$ cat config.mk
export PLATFORM = sky130hd
export DESIGN_NAME = router_in_arb
export DESIGN_NICKNAME = d
export VERILOG_FILES = /design/src/rtl/router_in_arb.sv
export SDC_FILE = /design/constraint.sdc
export NUM_CORES = 1
export LEC_CHECK = 0
export ABC_CLOCK_PERIOD_IN_PS = 2100
export CORE_MARGIN = 1.5
export CORE_UTILIZATION = 35
export CTS_CLUSTER_DIAMETER = 150
export DETAILED_ROUTE_END_ITERATION = 10
export PLACE_DENSITY_LB_ADDON = 0.12
export RECOVER_POWER = 50
export SETUP_SLACK_MARGIN = 0.02
export SYNTH_ARGS = -nofsm -noshare
export SYNTH_HDL_FRONTEND = slang
export SYNTH_SLANG_ARGS = --single-unit
$ cat constraint.sdc
create_clock -name clk -period 2.1 [get_ports clk]
set_input_delay 0.63 -clock clk [delete_from_list [all_inputs] [get_ports clk]]
set_output_delay 0.63 -clock clk [all_outputs]
set_load 0.1 [all_outputs]
$ cat src/rtl/router_in_arb.sv
// Three-source input arbiter in front of the router FSM: grants one source per packet (header, payload, parity).
// Define ARB_FIXED_PRIO_EN for fixed priority 0>1>2; otherwise round-robin on packet completion.
module router_in_arb #(
    parameter int DW = 8
) (
    input  logic            clk,
    input  logic            resetn,
    input  logic [2:0]      src_pkt_valid,
    input  logic [3*DW-1:0] src_data,
    output logic [2:0]      src_stall,
    input  logic            busy,
    output logic            rtr_pkt_valid,
    output logic [DW-1:0]   rtr_data,
    output logic [2:0]      gnt,
    output logic            arb_active
);

    localparam logic [1:0] IDLE    = 2'd0;
    localparam logic [1:0] HDR     = 2'd1;
    localparam logic [1:0] PAYLOAD = 2'd2;
    localparam logic [1:0] GAP     = 2'd3;

    logic [1:0] state;
    logic [1:0] state_nxt;
    logic [2:0] gnt_nxt;
    logic [2:0] winner;
    logic [1:0] owner;
    logic       owner_valid;
    logic       pkt_done;
    logic       xfer_phase;

    function automatic logic [DW-1:0] pick_byte(input logic [3*DW-1:0] d, input logic [1:0] idx);
        case (idx)
            2'd1:    return d[DW +: DW];
            2'd2:    return d[2*DW +: DW];
            default: return d[0 +: DW];
        endcase
    endfunction

    always_comb begin
        case (gnt)
            3'b010:  owner = 2'd1;
            3'b100:  owner = 2'd2;
            default: owner = 2'd0;
        endcase
    end

    assign owner_valid = src_pkt_valid[owner];
    assign xfer_phase  = (state == HDR) || (state == PAYLOAD);
    // The parity byte is the one taken while the owner has already dropped valid.
    assign pkt_done    = (state == PAYLOAD) && !busy && !owner_valid;

`ifdef ARB_FIXED_PRIO_EN
    always_comb begin
        winner = 3'b000;
        if (src_pkt_valid[0])      winner = 3'b001;
        else if (src_pkt_valid[1]) winner = 3'b010;
        else if (src_pkt_valid[2]) winner = 3'b100;
    end
`else
    logic [1:0] last_owner;

    // Search starts one past the source that last completed a packet.
    always_comb begin
        logic [1:0] cand;
        winner = 3'b000;
        cand   = (last_owner == 2'd2) ? 2'd0 : last_owner + 2'd1;
        for (int k = 0; k < 3; k++) begin
            if (winner == 3'b000 && src_pkt_valid[cand]) winner[cand] = 1'b1;
            cand = (cand == 2'd2) ? 2'd0 : cand + 2'd1;
        end
    end

    always_ff @(posedge clk) begin
        if (!resetn)       last_owner <= 2'd2;
        else if (pkt_done) last_owner <= owner;
    end
`endif

    always_comb begin
        state_nxt = state;
        gnt_nxt   = gnt;
        case (state)
            IDLE: begin
                if (|src_pkt_valid && !busy) begin
                    gnt_nxt   = winner;
                    state_nxt = HDR;
                end
            end
            HDR: begin
                // Owner withdrew before its header went through: abandon without touching priority.
                if (!owner_valid) begin
                    gnt_nxt   = 3'b000;
                    state_nxt = IDLE;
                end else if (!busy) begin
                    state_nxt = PAYLOAD;
                end
            end
            PAYLOAD: begin
                if (pkt_done) begin
                    gnt_nxt   = 3'b000;
                    state_nxt = GAP;
                end
            end
            default: begin
                gnt_nxt   = 3'b000;
                state_nxt = IDLE;
            end
        endcase
    end

    always_ff @(posedge clk) begin
        if (!resetn) begin
            state <= IDLE;
            gnt   <= 3'b000;
        end else begin
            state <= state_nxt;
            gnt   <= gnt_nxt;
        end
    end

    always_comb begin
        rtr_pkt_valid = 1'b0;
        rtr_data      = '0;
        src_stall     = src_pkt_valid;
        if (xfer_phase) begin
            rtr_pkt_valid    = owner_valid;
            rtr_data         = pick_byte(src_data, owner);
            src_stall[owner] = busy;
        end
    end

    assign arb_active = (state != IDLE);

endmodule

==> results.toml <==
[sta]
worst_slew_pin_slew_ns = 0.553
hold_viol_final = 0
fin_crit_sh_pct = 115
min_period_ns = 2.41
setup_viol = 19
drv_slew = 0
rsz0062_at_grt = "true"
setup_ws_ns = -0.306
skew_ns = 0.0187
slew_headroom_pct = 63.3
fmax_ghz = 0.416

[clock_tree]
worstSkewPairLatency_ns = 0.29
cts_buffers = 3
htreeDepth = 1
cts_max_path_buffers = 2
hold_buffers = 0
path_clk_slew_ns = 0.07
clockRootBuffer = "clkbuf_4"
clock_sinks = 7
cts_tree = "done"

[die]
pin_count = 46
start_util_pct = 36.6
die_h_um = 47.8
dieWidth_um = 47.8
rows = 16
dieArea_um2 = 2290
core_um2 = 1920

[grt]
grt_usage_pct = 47.2
grt_max_degree = 10
grt_pass1_vias = 1255
antenna_found_initial = 0
grt_pass1_wl_um = 6860
grt_overflow = 0

[place]
routabilityCongestion = 0.818
pre_cts_ws_ns = -0.364
numPortBuffers = 45
dp_hpwl_um = 2220

[synth]
synth_area_leader_cell = "dfxtp_1"
seq_area_frac_synth_pct = 19.9
synth_warnings = 0
yosysMostFrequentCell = "nand2_1"
yosysUniqueCellTypes = 33
syn-instance-count = 93
synth_area_per_cell_um2 = 7.56
synthTopCellsByArea = "dfxtp_1 20%, nand2_1 9.1%, a21boi_0 8.5%, a22oi_1 8.5%, ha_1 5.3%"
synthesis.area_um2 = 703
synth-async-reset-ratio_pct = 0
netlist.area_leader.share_pct = 19.9
synth_nets = 126
ys.flop_type = "dfxtp_1"
synth_common_cells = "17 x nand2_1, 8 x a21boi_0, 8 x a22oi_1"
synth-edff-count = 0
ys_seq_elements = 7

[setup_path]
crit_required_ns = 1.47
end_kind = "output pin"
path_max_fanout = 8
ff2ff_path_depth = 12
path_class = "register to output pin"
arrival_ns = 1.78
crit_path_start_kind = "register"

[route]
ant_nets = 0
first_iter_violations = 88
drcViolationCount = 0
wl_um = 6020
drtPass1Iterations = 6
wl_per_cell_um = 31.3
viasPerCell = 6.96
num_vias = 1337

[status]
status = "finished with violations"
violations = "setup timing"

[pwr]
report.power.total_mw = 1.47
peakVddDrop_mv = 0.656
power_leakage_nw = 0.724
powerDensity_nw_per_um2 = 816

[job]
maxCapViolations = 0

[finish]
fin_util_pct = 93.9
n_antenna_cell = 0
nNetsFinal = 199
num-fill-cells = 46
drive_above_1_share_pct = 53.9
areaGrowthSynthToFinish_pct = 157

[worst_hold_path]
whs_path_depth = 2
hold_class = "register to register"
state kept, by name, summed over array words and instances, names as in the netlist:
name / flops
state: 2
last_owner: 2
gnt: 3
path summary, 6_finish.rpt:
check           startpoint  slack [ns]            end
max reg2reg         gnt[1]       -0.21       state[0]
max                 gnt[2]       -0.31    rtr_data[0]
min reg2reg  last_owner[0]        0.57  last_owner[0]
min          last_owner[0]        0.57  last_owner[0]
report_power, final:
group          internal [mW]  total [mW]  switching, mW
Sequential             0.146       0.167         0.0208
Clock                 0.0738       0.149         0.0751
Combinational          0.464        1.16          0.693
Total                  0.684        1.47          0.789
routing by layer:
| metal | routed length [µm] | GRT usage, % |
|---|---|---|
| met5 | 0 | 0 |
| met4 | 712 | 31.9 |
| met3 | 764 | 17.4 |
| met2 | 2620 | 76.5 |
| met1 | 1920 | 50.9 |
logic make-up (layout without fill, tap and decap cells):
group           Yosys count  after routing  synth area share [%]
mux                       6              6                  9.07
simple gates             38             38                  29.4
buf+inv                   8             80                  4.62
fa+ha+maj                 3              3                  5.34
compound gates           31             31                  31.7
flops                     7              7                  19.9
what timing repair did:
| action | 4_1_cts | 5_1_grt |
|---|---|---|
| buffers inserted | 13 | 1 |
| cloned | 0 | 0 |
| hold endpoints to repair | 0 | 0 |
| pin swaps | 15 | 11 |
| endpoints found under the setup margin | 12 | 19 |
| gates resized for setup | 14 | 14 |
worst max-delay path: stages, from the launching register on:
cell and delay, ns:
dfxtp_4 0.40, nor3b_4 0.36, buf_6 0.23, a22oi_2 0.09, a21boi_4 0.20, buf_12 0.20
layout by cell type, fill, tap and decap left out, types with 2 or more instances in the layout:
cell / count
dfxtp_1: 3
inv_1: 4
o21ai_2: 2
clkbuf_4: 3
nor3b_4: 2
a22oi_2: 8
nor2_2: 2
dfxtp_4: 3
mux2i_1: 3
buf_6: 6
mux2_4: 3
nand2_1: 13
o22ai_1: 2
buf_4: 21
nor4b_4: 2
ha_1: 2
nor3_1: 2
and2_4: 2
a21boi_4: 8
nand4_1: 2
buf_12: 14
a21oi_1: 2
nor2b_1: 2
clkdlybuf4s15_1: 2
clkdlybuf4s50_1: 26
nand2_2: 4
nor2_1: 2
o211ai_1: 2
stage by stage:
| step | area, µm² | std cells | hold WS [ns] | setup TNS (ns) |
|---|---|---|---|---|
| floorplan | 891 | 93 | 0.469 | -1.91 |
| global placement | 1600 | 174 | 0.486 | -1.89 |
| detailed placement | 1600 | 174 | 0.518 | -2.44 |
| CTS | 1770 | 191 | 0.493 | -1.77 |
| global route | 1810 | 192 | 0.564 | -4.70 |
| finish | 1810 | 192 | 0.571 | -4.47 |
layout make-up:
class	count	area, µm²	share of cell area, %
timing repair buffer	72	805	44.6
multi-input combinational	78	773	42.8
sequential	7	153	8.45
tap	27	33.8	1.87
clock buffer	4	26.3	1.46
inverter	4	15.0	0.832
Power figures use the tool's default switching activity.
